===== config.mk =====
export PLATFORM = sky130hd
export DESIGN_NAME = fractal_sync_tx_drain
export DESIGN_NICKNAME = d
export VERILOG_FILES = /design/src/rtl/fractal_sync_pkg.sv /design/src/rtl/fractal_sync_tx_drain_ch.sv /design/src/rtl/fractal_sync_tx_drain.sv
export SDC_FILE = /design/constraint.sdc
export NUM_CORES = 1
export LEC_CHECK = 0
export ABC_CLOCK_PERIOD_IN_PS = 2600
export BUFFER_PORTS_ARGS = -buffer_cell sky130_fd_sc_hd__buf_2
export CAP_MARGIN = 5
export CORE_ASPECT_RATIO = 0.75
export CORE_MARGIN = 10
export CORE_UTILIZATION = 25
export CTS_CLUSTER_DIAMETER = 150
export DETAILED_ROUTE_END_ITERATION = 16
export SYNTH_ARGS = -nofsm -noshare
export SYNTH_HDL_FRONTEND = slang
export SYNTH_HIERARCHICAL = 1
export SYNTH_SLANG_ARGS = --single-unit

===== constraint.sdc =====
create_clock -name clk_i -period 2.6 [get_ports clk_i]
set_input_delay 0.13 -clock clk_i [delete_from_list [all_inputs] [get_ports clk_i]]
set_output_delay 0.13 -clock clk_i [all_outputs]
set_load 0.03 [all_outputs]

===== src/rtl/fractal_sync_pkg.sv =====
// Shared fractal sync definitions: tx drain defaults, channel state encoding and
// the per-node timeout status aggregate.
package fractal_sync_pkg;

  localparam int unsigned FSYNC_TX_TIMEOUT_DFLT = 1024;

  typedef enum logic {
    TX_DRAIN_IDLE = 1'b0,
    TX_DRAIN_FULL = 1'b1
  } fsync_tx_drain_state_e;

  typedef struct packed {
    logic en;
    logic ws;
  } fsync_tx_status_t;

endpackage


===== src/rtl/fractal_sync_tx_drain_ch.sv =====
// One tx drain channel: pops the response FIFO into a registered valid/ready
// output and runs a sticky stall watchdog on the held response.
module fractal_sync_tx_drain_ch
  import fractal_sync_pkg::*;
#(
  parameter type         fsync_rsp_t    = logic,
  parameter int unsigned TIMEOUT_CYCLES = FSYNC_TX_TIMEOUT_DFLT
) (
  input  logic       clk_i,
  input  logic       rst_ni,
  input  logic       empty_i,
  input  fsync_rsp_t rsp_i,
  output logic       pop_o,
  output fsync_rsp_t rsp_o,
  output logic       valid_o,
  input  logic       ready_i,
  output logic       timeout_o,
  input  logic       clr_timeout_i
);

  localparam int unsigned CNT_W = (TIMEOUT_CYCLES < 2) ? 1 : $clog2(TIMEOUT_CYCLES + 1);

  // Handshake: a response transfers in any cycle where valid_o && ready_i;
  // rsp_o is held stable while valid_o && !ready_i, ready_i is ignored when !valid_o.
  fsync_tx_drain_state_e state_q, state_d;
  fsync_rsp_t            rsp_q, rsp_d;
  logic                  pop;

  assign valid_o = (state_q == TX_DRAIN_FULL);
  assign rsp_o   = rsp_q;
  // Reset gates the pop so the FIFO is never drained into a register held in reset.
  assign pop     = rst_ni && !empty_i && (!valid_o || ready_i);
  assign pop_o   = pop;

  always_comb begin
    state_d = state_q;
    rsp_d   = rsp_q;
    if (pop) begin
      state_d = TX_DRAIN_FULL;
      rsp_d   = rsp_i;
    end else if (valid_o && ready_i) begin
      state_d = TX_DRAIN_IDLE;
    end
  end

  always_ff @(posedge clk_i or negedge rst_ni) begin
    if (!rst_ni) begin
      state_q <= TX_DRAIN_IDLE;
      rsp_q   <= '0;
    end else begin
      state_q <= state_d;
      rsp_q   <= rsp_d;
    end
  end

  if (TIMEOUT_CYCLES == 0) begin : g_no_wdog
    assign timeout_o = 1'b0;
  end else begin : g_wdog
    localparam logic [CNT_W-1:0] CNT_MAX = CNT_W'(TIMEOUT_CYCLES);

    logic [CNT_W-1:0] cnt_q, cnt_d;
    logic             timeout_q, timeout_d;
    logic             stall;

    assign stall     = valid_o && !ready_i;
    assign timeout_o = timeout_q;

    // The counter survives a flag clear, so a still-saturated stall re-arms the flag.
    always_comb begin
      cnt_d     = '0;
      timeout_d = timeout_q;
      if (stall) begin
        cnt_d = (cnt_q == CNT_MAX) ? cnt_q : cnt_q + 1'b1;
      end
      if (stall && (cnt_d == CNT_MAX)) begin
        timeout_d = 1'b1;
      end
      if (clr_timeout_i) begin
        timeout_d = 1'b0;
      end
    end

    always_ff @(posedge clk_i or negedge rst_ni) begin
      if (!rst_ni) begin
        cnt_q     <= '0;
        timeout_q <= 1'b0;
      end else begin
        cnt_q     <= cnt_d;
        timeout_q <= timeout_d;
      end
    end
  end

endmodule


===== src/rtl/fractal_sync_tx_drain.sv =====
// Tx drain for the en and ws response FIFOs: two independent channels sharing
// only the clock, reset and the timeout clear.
module fractal_sync_tx_drain
  import fractal_sync_pkg::*;
#(
  parameter type         fsync_rsp_t    = logic,
  parameter int unsigned TIMEOUT_CYCLES = FSYNC_TX_TIMEOUT_DFLT
) (
  input  logic       clk_i,
  input  logic       rst_ni,
  input  logic       en_empty_i,
  input  fsync_rsp_t en_rsp_i,
  output logic       en_pop_o,
  output fsync_rsp_t en_rsp_o,
  output logic       en_valid_o,
  input  logic       en_ready_i,
  output logic       en_timeout_o,
  input  logic       ws_empty_i,
  input  fsync_rsp_t ws_rsp_i,
  output logic       ws_pop_o,
  output fsync_rsp_t ws_rsp_o,
  output logic       ws_valid_o,
  input  logic       ws_ready_i,
  output logic       ws_timeout_o,
  input  logic       clr_timeout_i
);

  fractal_sync_tx_drain_ch #(
    .fsync_rsp_t   (fsync_rsp_t),
    .TIMEOUT_CYCLES(TIMEOUT_CYCLES)
  ) i_en_ch (
    .clk_i        (clk_i),
    .rst_ni       (rst_ni),
    .empty_i      (en_empty_i),
    .rsp_i        (en_rsp_i),
    .pop_o        (en_pop_o),
    .rsp_o        (en_rsp_o),
    .valid_o      (en_valid_o),
    .ready_i      (en_ready_i),
    .timeout_o    (en_timeout_o),
    .clr_timeout_i(clr_timeout_i)
  );

  fractal_sync_tx_drain_ch #(
    .fsync_rsp_t   (fsync_rsp_t),
    .TIMEOUT_CYCLES(TIMEOUT_CYCLES)
  ) i_ws_ch (
    .clk_i        (clk_i),
    .rst_ni       (rst_ni),
    .empty_i      (ws_empty_i),
    .rsp_i        (ws_rsp_i),
    .pop_o        (ws_pop_o),
    .rsp_o        (ws_rsp_o),
    .valid_o      (ws_valid_o),
    .ready_i      (ws_ready_i),
    .timeout_o    (ws_timeout_o),
    .clr_timeout_i(clr_timeout_i)
  );

endmodule


==> results.md, run 1 <==
- Post-CTS Resized: 0
- Max Cap Viol: 0
- Slew @ Worst Pin: 0.553 ns
- Effective utilization at floorplan: 0.257
- Synthesized instance count: 162
- Number of antenna-violating nets in the routed design: 0
- Top-level port count: 17
- Startpoint types: flop
- Mean post-synth cell area: 10.0 um2
- Post-DR wirelength/cell: 13.7 um
- Die Span Y: 89.9 um
- Cells after DPL: about 260
- Largest area contributor in the netlist: sky130_fd_sc_hd__dfrtp_1
- Synthesized net count: 175
- Post-route setup TNS: 0 ns
- Status: complete, no violations
- Number of max-slew violations in the final report: 0
- Post-layout minimum cycle time: 2.17 ns
- Via count of the first global-routing pass: 1228
- Worst Hold Class: in -> reg
- Sequential share of the synthesized area: 0.431
- Total number of clock tree sinks: 28
- Number of hold violations in the final report: 0
- Largest cells by area after synthesis: sky130_fd_sc_hd__dfrtp_1, sky130_fd_sc_hd__xnor2_1, sky130_fd_sc_hd__mux2i_1
- Worst Skew: 0.00632 ns
- Category of the critical setup timing path: reg -> reg
- Global placement routability congestion: 0.839
- Count of different cell masters after synthesis: 37
- Initial antenna violation count: 0
- Library cell used as clock root buffer: sky130_fd_sc_hd__clkbuf_8
- Yosys warning count: 6
- Number of flip-flops and latches in the synthesized netlist: 28
- Fin crit share: 0.834
- Post-layout power: 0.793 mW
- Leading post-synthesis cells by instance count: sky130_fd_sc_hd__dfrtp_1, sky130_fd_sc_hd__inv_1, sky130_fd_sc_hd__nor2_1, sky130_fd_sc_hd__nand3_1, sky130_fd_sc_hd__xnor2_1
- Total routing usage reported by global routing: 0.0703
- First-pass iteration count of the detailed router: 4
- Die Outline Area: 10200 um2
- Static leakage: between 0.8 and 0.9 nW
- Worst-Skew Late Latency: 0.27 ns
- Detailed-route wire length: 3.56 mm
- Std-Cell Core Area: around 6300 um2
- Post-placement cell area: 1790 um2
- Ys async rst share: 1.00
- Worst Setup Slack post-DPL: 0.512 ns
- Proportion of netlist area held by the largest area contributor: 0.431
- Largest vdd supply drop: 265 uV
- Relative area change from synthesis to final layout: 12.9%
- Data required time at the worst endpoint: 2.79 ns
- Gr ovfl total: 0
- Quantity of I/O buffers inserted on ports: 16
- Post-synth EDFFs: 0
- Max frequency: 0.461 GHz
- Worst Hold Slack: 0.0855 ns
- Number of placement rows: 25
- Antenna diode instance count: 0
- Half-perimeter wire length of the detailed placement result: about 2.8 mm
- Most used DFF post-synth: sky130_fd_sc_hd__dfrtp_1
- Ratio of routed vias to standard cells: 4.90
- Total power per unit cell area: 432 nW/um2
- Post-Synthesis Cell Area: approximately 1600 um2
- Finished layout cell area: approximately 1800 um2
- Number of DRC markers after the initial detailed-route iteration: 63
- Final #Nets: 194
- Setup repair after global routing missed its margin: no
- Clock tree from TritonCTS: done
- Endpoint kind of the worst setup timing path: flop
- Maximum number of pins on one net before global-route repair: 21
- Worst slew margin relative to its limit: 0.631
- Clock buffers created by TritonCTS: 3
- Vias post-DR: 1273
- Buffer count from post-CTS setup fixing: 0
- Arrival time at the worst endpoint: 2.36 ns
- Deepest level of the CTS H-tree: 1
- First-pass GRT wire length: 6.12 mm
- Clk pin slew, worst setup/hold paths: about 0.09 ns
- Max FO, Critical Path: 6
- Residual DRC: 0
- Final Non-Filler Cells: 260
- Leading cell type by number of instances after synthesis: sky130_fd_sc_hd__dfrtp_1
- Chip Width: 113 um
- Setup-failing EPs final: 0
- Utilization after layout: 0.291
- Post-route setup slack: 0.432 ns
- Proportion of layout cells with a drive suffix above 1: 0.212
- Max Root-Sink Buffers: 2
==> critical path: stages (launching register included) <==
cell and delay (ns):
sky130_fd_sc_hd__dfrtp_1 0.45, sky130_fd_sc_hd__inv_1 0.10, sky130_fd_sc_hd__ha_1 0.16, sky130_fd_sc_hd__nor4b_1 0.30, sky130_fd_sc_hd__nand4b_1 0.36, sky130_fd_sc_hd__mux2i_1 0.21
sky130_fd_sc_hd__a211o_1 0.26, sky130_fd_sc_hd__o32ai_2 0.25
==> kinds of logic after synthesis <==
family / Yosys count / share of synthesized area
AO/OA/AOI/OAI: 26 / 0.120
AND/OR/NAND/NOR: 68 / 0.263
flip-flops: 28 / 0.431
adder cells (fa/ha/maj): 4 / 0.0308
multiplexers: 8 / 0.0508
buffers and inverters: 18 / 0.0508
XOR/XNOR: 10 / 0.0538
==> cell usage in the layout (no fill, tap or decap), drive strengths merged, types with 3 or more instances in the layout <==
cell type	count
nand2	6
nand3b	4
nand3	8
xnor2	8
a21oi	6
inv	14
dfrtp	28
o211ai	4
o21ai	6
clkbuf	3
nand4	8
buf	17
and4	4
mux2i	6
ha	4
nor2	14
or3b	4
==> cell type report <==
class | instances | area [um2]
Inverter | 14 | 52.6
Multi-Input combinational cell | 116 | 843
Tap cell | 81 | 101
Timing Repair Buffer | 18 | 97.6
Sequential cell | 28 | 701
Clock buffer | 3 | 41.3
Fill cell | 666 | 4480
==> layer usage <==
metal,global-route usage,routed length (um)
met1,0.105,1930
met2,0.0934,1390
met3,0.0179,193
met4,0.0222,42
met5,0,0
==> flip-flops by register name, summed over array words and instances, names as in the netlist <==
name                  cells
i_en_ch/g_wdog.cnt_q     11
i_en_ch/rsp_o             1
i_en_ch/timeout_o         1
i_en_ch/valid_o           1
i_ws_ch/g_wdog.cnt_q     11
i_ws_ch/rsp_o             1
i_ws_ch/timeout_o         1
i_ws_ch/valid_o           1
==> final timing paths <==
check | cells after the start | start | slack [ns] | to
worst min-delay path | 2 | ws_rsp_i | 0.09 | i_ws_ch/rsp_o
min in group asynchronous | 2 | rst_ni | 0.25 | i_en_ch/rsp_o
max in group asynchronous | 3 | rst_ni | 1.82 | i_ws_ch/g_wdog.cnt_q[4]
worst max-delay path | 7 | i_en_ch/g_wdog.cnt_q[0] | 0.43 | i_en_ch/timeout_o
worst min register to register | 1 | i_en_ch/rsp_o | 0.52 | i_en_ch/rsp_o
worst max register to register | 7 | i_en_ch/g_wdog.cnt_q[0] | 0.43 | i_en_ch/timeout_o
==> power by group <==
| part | internal [mW] | leakage [nW] | switching (mW) |
|---|---|---|---|
| clock network | 0.104 | 0.0216 | 0.127 |
| registers | 0.447 | 0.382 | 0.0120 |
| logic | 0.0387 | 0.442 | 0.0649 |
==> what timing repair did <==
action                                 in CTS  in global routing
hold buffers                                1                  0
endpoints found under the hold margin       8                  0
setup endpoints to repair                   0                  0
No activity file was read; power rests on OpenSTA's default activity.
==> inputs of run 2 (changes only) <==
- ABC_AREA: unset -> 1
- ABC_CLOCK_PERIOD_IN_PS: 2600 -> 2160
- clock period: 2.6 -> 2.16 ns (I/O delays scaled with it)
==> run 2 against run 1 <==
  * Global-route usage grew 0.81 points
  * Non-clock buffer count grew 3
  * First-iteration DRC count grew to 2.6 times the previous value
  * Maximum frequency grew 27%
  * Critical path type unchanged
  * Largest cell class unchanged
  * Largest power group unchanged
==> results.md, run 2 <==
- Seq pwr share: 0.507 (was 0.578)
- Category of the critical setup timing path: reg -> reg (unchanged)
- Most used DFF post-synth: sky130_fd_sc_hd__dfrtp_1 (unchanged)
- First-pass GRT wire length: 6.98 mm (was 6.12 mm)
- Largest registers: i_en_ch/g_wdog.cnt_q (11), i_ws_ch/g_wdog.cnt_q (11) (unchanged)
- First-pass iteration count of the detailed router: 4 (unchanged)
- Relative area change from synthesis to final layout: 15.7% (was 12.9%)
- Post-DR wirelength/cell: 11.0 um (was 13.7 um)
- Die Span Y: 92.4 um (was 89.9 um)
- Finished layout cell area: 2020 um2 (was 1840 um2)
- Global placement routability congestion: 0.902 (was 0.839)
- Internal power consumption: 0.827 mW (was 0.589 mW)
- Leading post-synthesis cells by instance count: sky130_fd_sc_hd__nand2_1, sky130_fd_sc_hd__inv_1, sky130_fd_sc_hd__nor2_1, sky130_fd_sc_hd__nand3_1, sky130_fd_sc_hd__dfrtp_1 (was sky130_fd_sc_hd__dfrtp_1, sky130_fd_sc_hd__inv_1, sky130_fd_sc_hd__nor2_1, sky130_fd_sc_hd__nand3_1, sky130_fd_sc_hd__xnor2_1)
- Share of power burned in the clock network: 0.378 (was 0.292)
- Number of placement rows: 26 (was 25)
- Number of DRC markers after the initial detailed-route iteration: 163 (was 63)
- Arrival time at the worst endpoint: 1.92 ns (was 2.36 ns)
- Chip Width: 117 um (was 113 um)
- Effective utilization at floorplan: 0.257 (about the same)
- Post-Synthesis Cell Area: 1750 um2 (was 1630 um2)
- Setup-failing EPs final: 0 (unchanged)
- Ratio of routed vias to standard cells: 4.30 (was 4.90)
- Std-Cell Core Area: 6800 um2 (was 6320 um2)
- R2R setup slack: 0.46 ns (was 0.43 ns)
- Maximum number of pins on one net before global-route repair: 20 (was 21)
- Worst Skew: 0.00455 ns (was 0.00632 ns)
- Quantity of I/O buffers inserted on ports: 16 (unchanged)
- Buffer count from post-CTS setup fixing: 0 (unchanged)
- Largest cells by area after synthesis: sky130_fd_sc_hd__dfrtp_1, sky130_fd_sc_hd__nand2_1, sky130_fd_sc_hd__inv_1 (was sky130_fd_sc_hd__dfrtp_1, sky130_fd_sc_hd__xnor2_1, sky130_fd_sc_hd__mux2i_1)
- Proportion of layout cells with a drive suffix above 1: 0.109 (was 0.212)
- Hold depth: 2 (unchanged)
- Synthesized net count: 277 (was 175)
- Largest area contributor in the netlist: sky130_fd_sc_hd__dfrtp_1 (unchanged)
- Count of different cell masters after synthesis: 15 (was 37)
- Clk pin slew, worst setup/hold paths: 0.09 ns (about the same)
- Initial antenna violation count: 0 (unchanged)
- Worst Hold Class: in -> reg (unchanged)
- Worst slew margin relative to its limit: 0.827 (was 0.631)
- Detailed-route wire length: 4.08 mm (was 3.56 mm)
- Top-level port count: 17 (unchanged)
- Total power per unit cell area: 534 nW/um2 (was 432 nW/um2)
- Number of max-slew violations in the final report: 0 (unchanged)
- Power dissipated by switching net loads: 0.254 mW (was 0.204 mW)
- Die Outline Area: 10800 um2 (was 10200 um2)
- Static leakage: 1.26 nW (was 0.845 nW)
- Max FO, Critical Path: 5 (was 6)
- Number of flip-flops and latches in the synthesized netlist: 28 (unchanged)
- Setup repair after global routing missed its margin: no (unchanged)
- Post-layout minimum cycle time: 1.70 ns (was 2.17 ns)
- Clock tree from TritonCTS: done (unchanged)
- Most frequent standard cell in the layout excluding fill and tap cells: sky130_fd_sc_hd__nand2_1 (was sky130_fd_sc_hd__dfrtp_1)
- Ys async rst share: 1.00 (unchanged)
- Leading cell type by number of instances after synthesis: sky130_fd_sc_hd__nand2_1 (was sky130_fd_sc_hd__dfrtp_1)
- Proportion of netlist area held by the largest area contributor: 0.401 (was 0.431)
- Flip-flop and latch area: 701 um2 (unchanged)
- FF-to-FF Start: i_en_ch/g_wdog.cnt_q[0] (unchanged)
- Commonest non-fill, non-tap cells in the layout: sky130_fd_sc_hd__nand2_1, sky130_fd_sc_hd__inv_1, sky130_fd_sc_hd__nor2_1 (was sky130_fd_sc_hd__dfrtp_1, sky130_fd_sc_hd__buf_2, sky130_fd_sc_hd__inv_1, sky130_fd_sc_hd__nor2_1)
- Post-placement cell area: 1930 um2 (was 1790 um2)
- Total number of clock tree sinks: 28 (unchanged)
- Logic pwr share: 0.115 (was 0.131)
- Post-synth EDFFs: 0 (unchanged)
- Endpoint of the worst-slack reg-to-reg timing path: i_en_ch/timeout_o (unchanged)
- Slew @ Worst Pin: 0.259 ns (was 0.553 ns)
- Synthesized instance count: 264 (was 162)
- Gr ovfl total: 0 (unchanged)
- Startpoint types: flop (unchanged)
- Number of antenna-violating nets in the routed design: 0 (unchanged)
- Worst-Skew Late Latency: 0.27 ns (about the same)
- Post-CTS Resized: 0 (unchanged)
- Post-layout power: 1.08 mW (was 0.793 mW)
- Half-perimeter wire length of the detailed placement result: 3.23 mm (was 2.78 mm)
- Largest vdd supply drop: 483 uV (was 265 uV)
- Number of cells on the worst reg-to-reg path: 11 (was 7)
- Deepest level of the CTS H-tree: 1 (unchanged)
- Max Cap Viol: 0 (unchanged)
- Number of hold violations in the final report: 0 (unchanged)
- Max Root-Sink Buffers: 2 (unchanged)
- Area of the multi-input gates: 806 um2 (was 843 um2)
- Sequential share of the synthesized area: 0.401 (was 0.431)
- Worst min-delay path endpoint: i_en_ch/rsp_o (was i_ws_ch/rsp_o)
- Total routing usage reported by global routing: 0.0784 (was 0.0703)
- Antenna diode instance count: 0 (unchanged)
- Final #Nets: 299 (was 194)
- Status: complete, no violations (unchanged)
- Post-route setup TNS: 0 ns (unchanged)
- Fin crit share: 0.789 (was 0.834)
- Max frequency: 0.587 GHz (was 0.461 GHz)
- Min-Delay Startpoint: en_rsp_i (was ws_rsp_i)
- Fillers: 722 (was 666)
- Residual DRC: 0 (unchanged)
- Endpoint kind of the worst setup timing path: flop (unchanged)
- Yosys warning count: 6 (unchanged)
- Library cell used as clock root buffer: sky130_fd_sc_hd__clkbuf_8 (unchanged)
- Data required time at the worst endpoint: 2.37 ns (was 2.79 ns)
- Via count of the first global-routing pass: 1456 (was 1228)
- Mean post-synth cell area: 6.63 um2 (was 10.0 um2)
- Clock buffers created by TritonCTS: 3 (unchanged)
- Net switching share of the total power: 0.235 (was 0.257)
- Worst Hold Slack: 0.0596 ns (was 0.0855 ns)
- Vias post-DR: 1585 (was 1273)
-- run 2: how the worst max path moves through the flow --
stage | startpoint | endpoint | slack [ns] | depth (start not counted)
3_3_place_gp | i_ws_ch/g_wdog.cnt_q[0] | i_ws_ch/timeout_o | 0.53 | 11
4_1_cts | i_en_ch/g_wdog.cnt_q[0] | i_en_ch/timeout_o | 0.46 | 11
3_5_place_dp | i_ws_ch/g_wdog.cnt_q[0] | i_ws_ch/timeout_o | 0.49 | 11
6_report | i_en_ch/g_wdog.cnt_q[0] | i_en_ch/timeout_o | 0.46 | 11
5_1_grt | i_en_ch/g_wdog.cnt_q[0] | i_en_ch/timeout_o | 0.22 | 11
2_1_floorplan | i_en_ch/valid_o | i_en_ch/rsp_o | 0.41 | 5
-- run 2: metrics by stage --
step                      cells  setup slack [ns]   util
final                       369             0.456  0.298
after CTS                   369             0.456  0.298
after floorplan             264             0.412      -
after detailed placement    363             0.491  0.284
after global placement      363             0.525  0.284
after global routing        369             0.221  0.298
-- run 2: repair_timing --
item                       CTS  global route
hold endpoints to repair    11             0
hold buffers                 2             0
setup endpoints to repair    0             0
-- run 2: critical path, stage by stage (launching register included) --
cell and delay [ns]:
sky130_fd_sc_hd__dfrtp_1 0.43, sky130_fd_sc_hd__ha_1 0.30, sky130_fd_sc_hd__nand3_1 0.15, sky130_fd_sc_hd__nor2_2 0.16
sky130_fd_sc_hd__nand2_1 0.07, sky130_fd_sc_hd__nand2_1 0.05, sky130_fd_sc_hd__nand2_1 0.05, sky130_fd_sc_hd__nand2_1 0.07
sky130_fd_sc_hd__nand2_1 0.05, sky130_fd_sc_hd__nor2_1 0.08, sky130_fd_sc_hd__nand3_1 0.10, sky130_fd_sc_hd__a21oi_2 0.13
-- run 2: power by group through the flow --
stage | logic (mW) | registers, mW | clock network, mW
3_3_place_gp | 0.120 | 0.558 | 0
2_1_floorplan | 0.0525 | 0.578 | 0
3_5_place_dp | 0.123 | 0.559 | 0
5_1_grt | 0.139 | 0.550 | 0.449
6_report | 0.124 | 0.548 | 0.409
4_1_cts | 0.126 | 0.548 | 0.429
-- run 2: routing by layer --
metal | vias up | track usage | share of wire
met3 | 5 | 0.0187 | 0.057
met4 | 0 | 0.0216 | 0.0056
li1 | 837 | - | -
met5 | - | 0 | 0
met2 | 52 | 0.108 | 0.40
met1 | 691 | 0.117 | 0.53
-- run 2: cell families (layout without fill, tap and decap cells) --
family                     count (synthesis)  count (layout)  share of synthesized area
buffers and inverters                     62              83                      0.139
muxes                                      2               2                     0.0129
AOI/OAI and AO/OA                          6               6                     0.0229
adders and majority gates                  4               4                     0.0286
and+or+nand+nor                          158             158                      0.376
xor gates and xnor gates                   4               4                     0.0200
DFF                                       28              28                      0.401
-- run 2: layout make-up --
| type | count | area share |
|---|---|---|
| multi-input cells | 174 | 0.398 |
| flip-flops and latches | 28 | 0.346 |
| inverters | 58 | 0.108 |
| repair buffers | 21 | 0.0606 |
| well taps | 84 | 0.0519 |
| clock buffers | 3 | 0.0204 |
| clock inverters | 1 | 0.0148 |
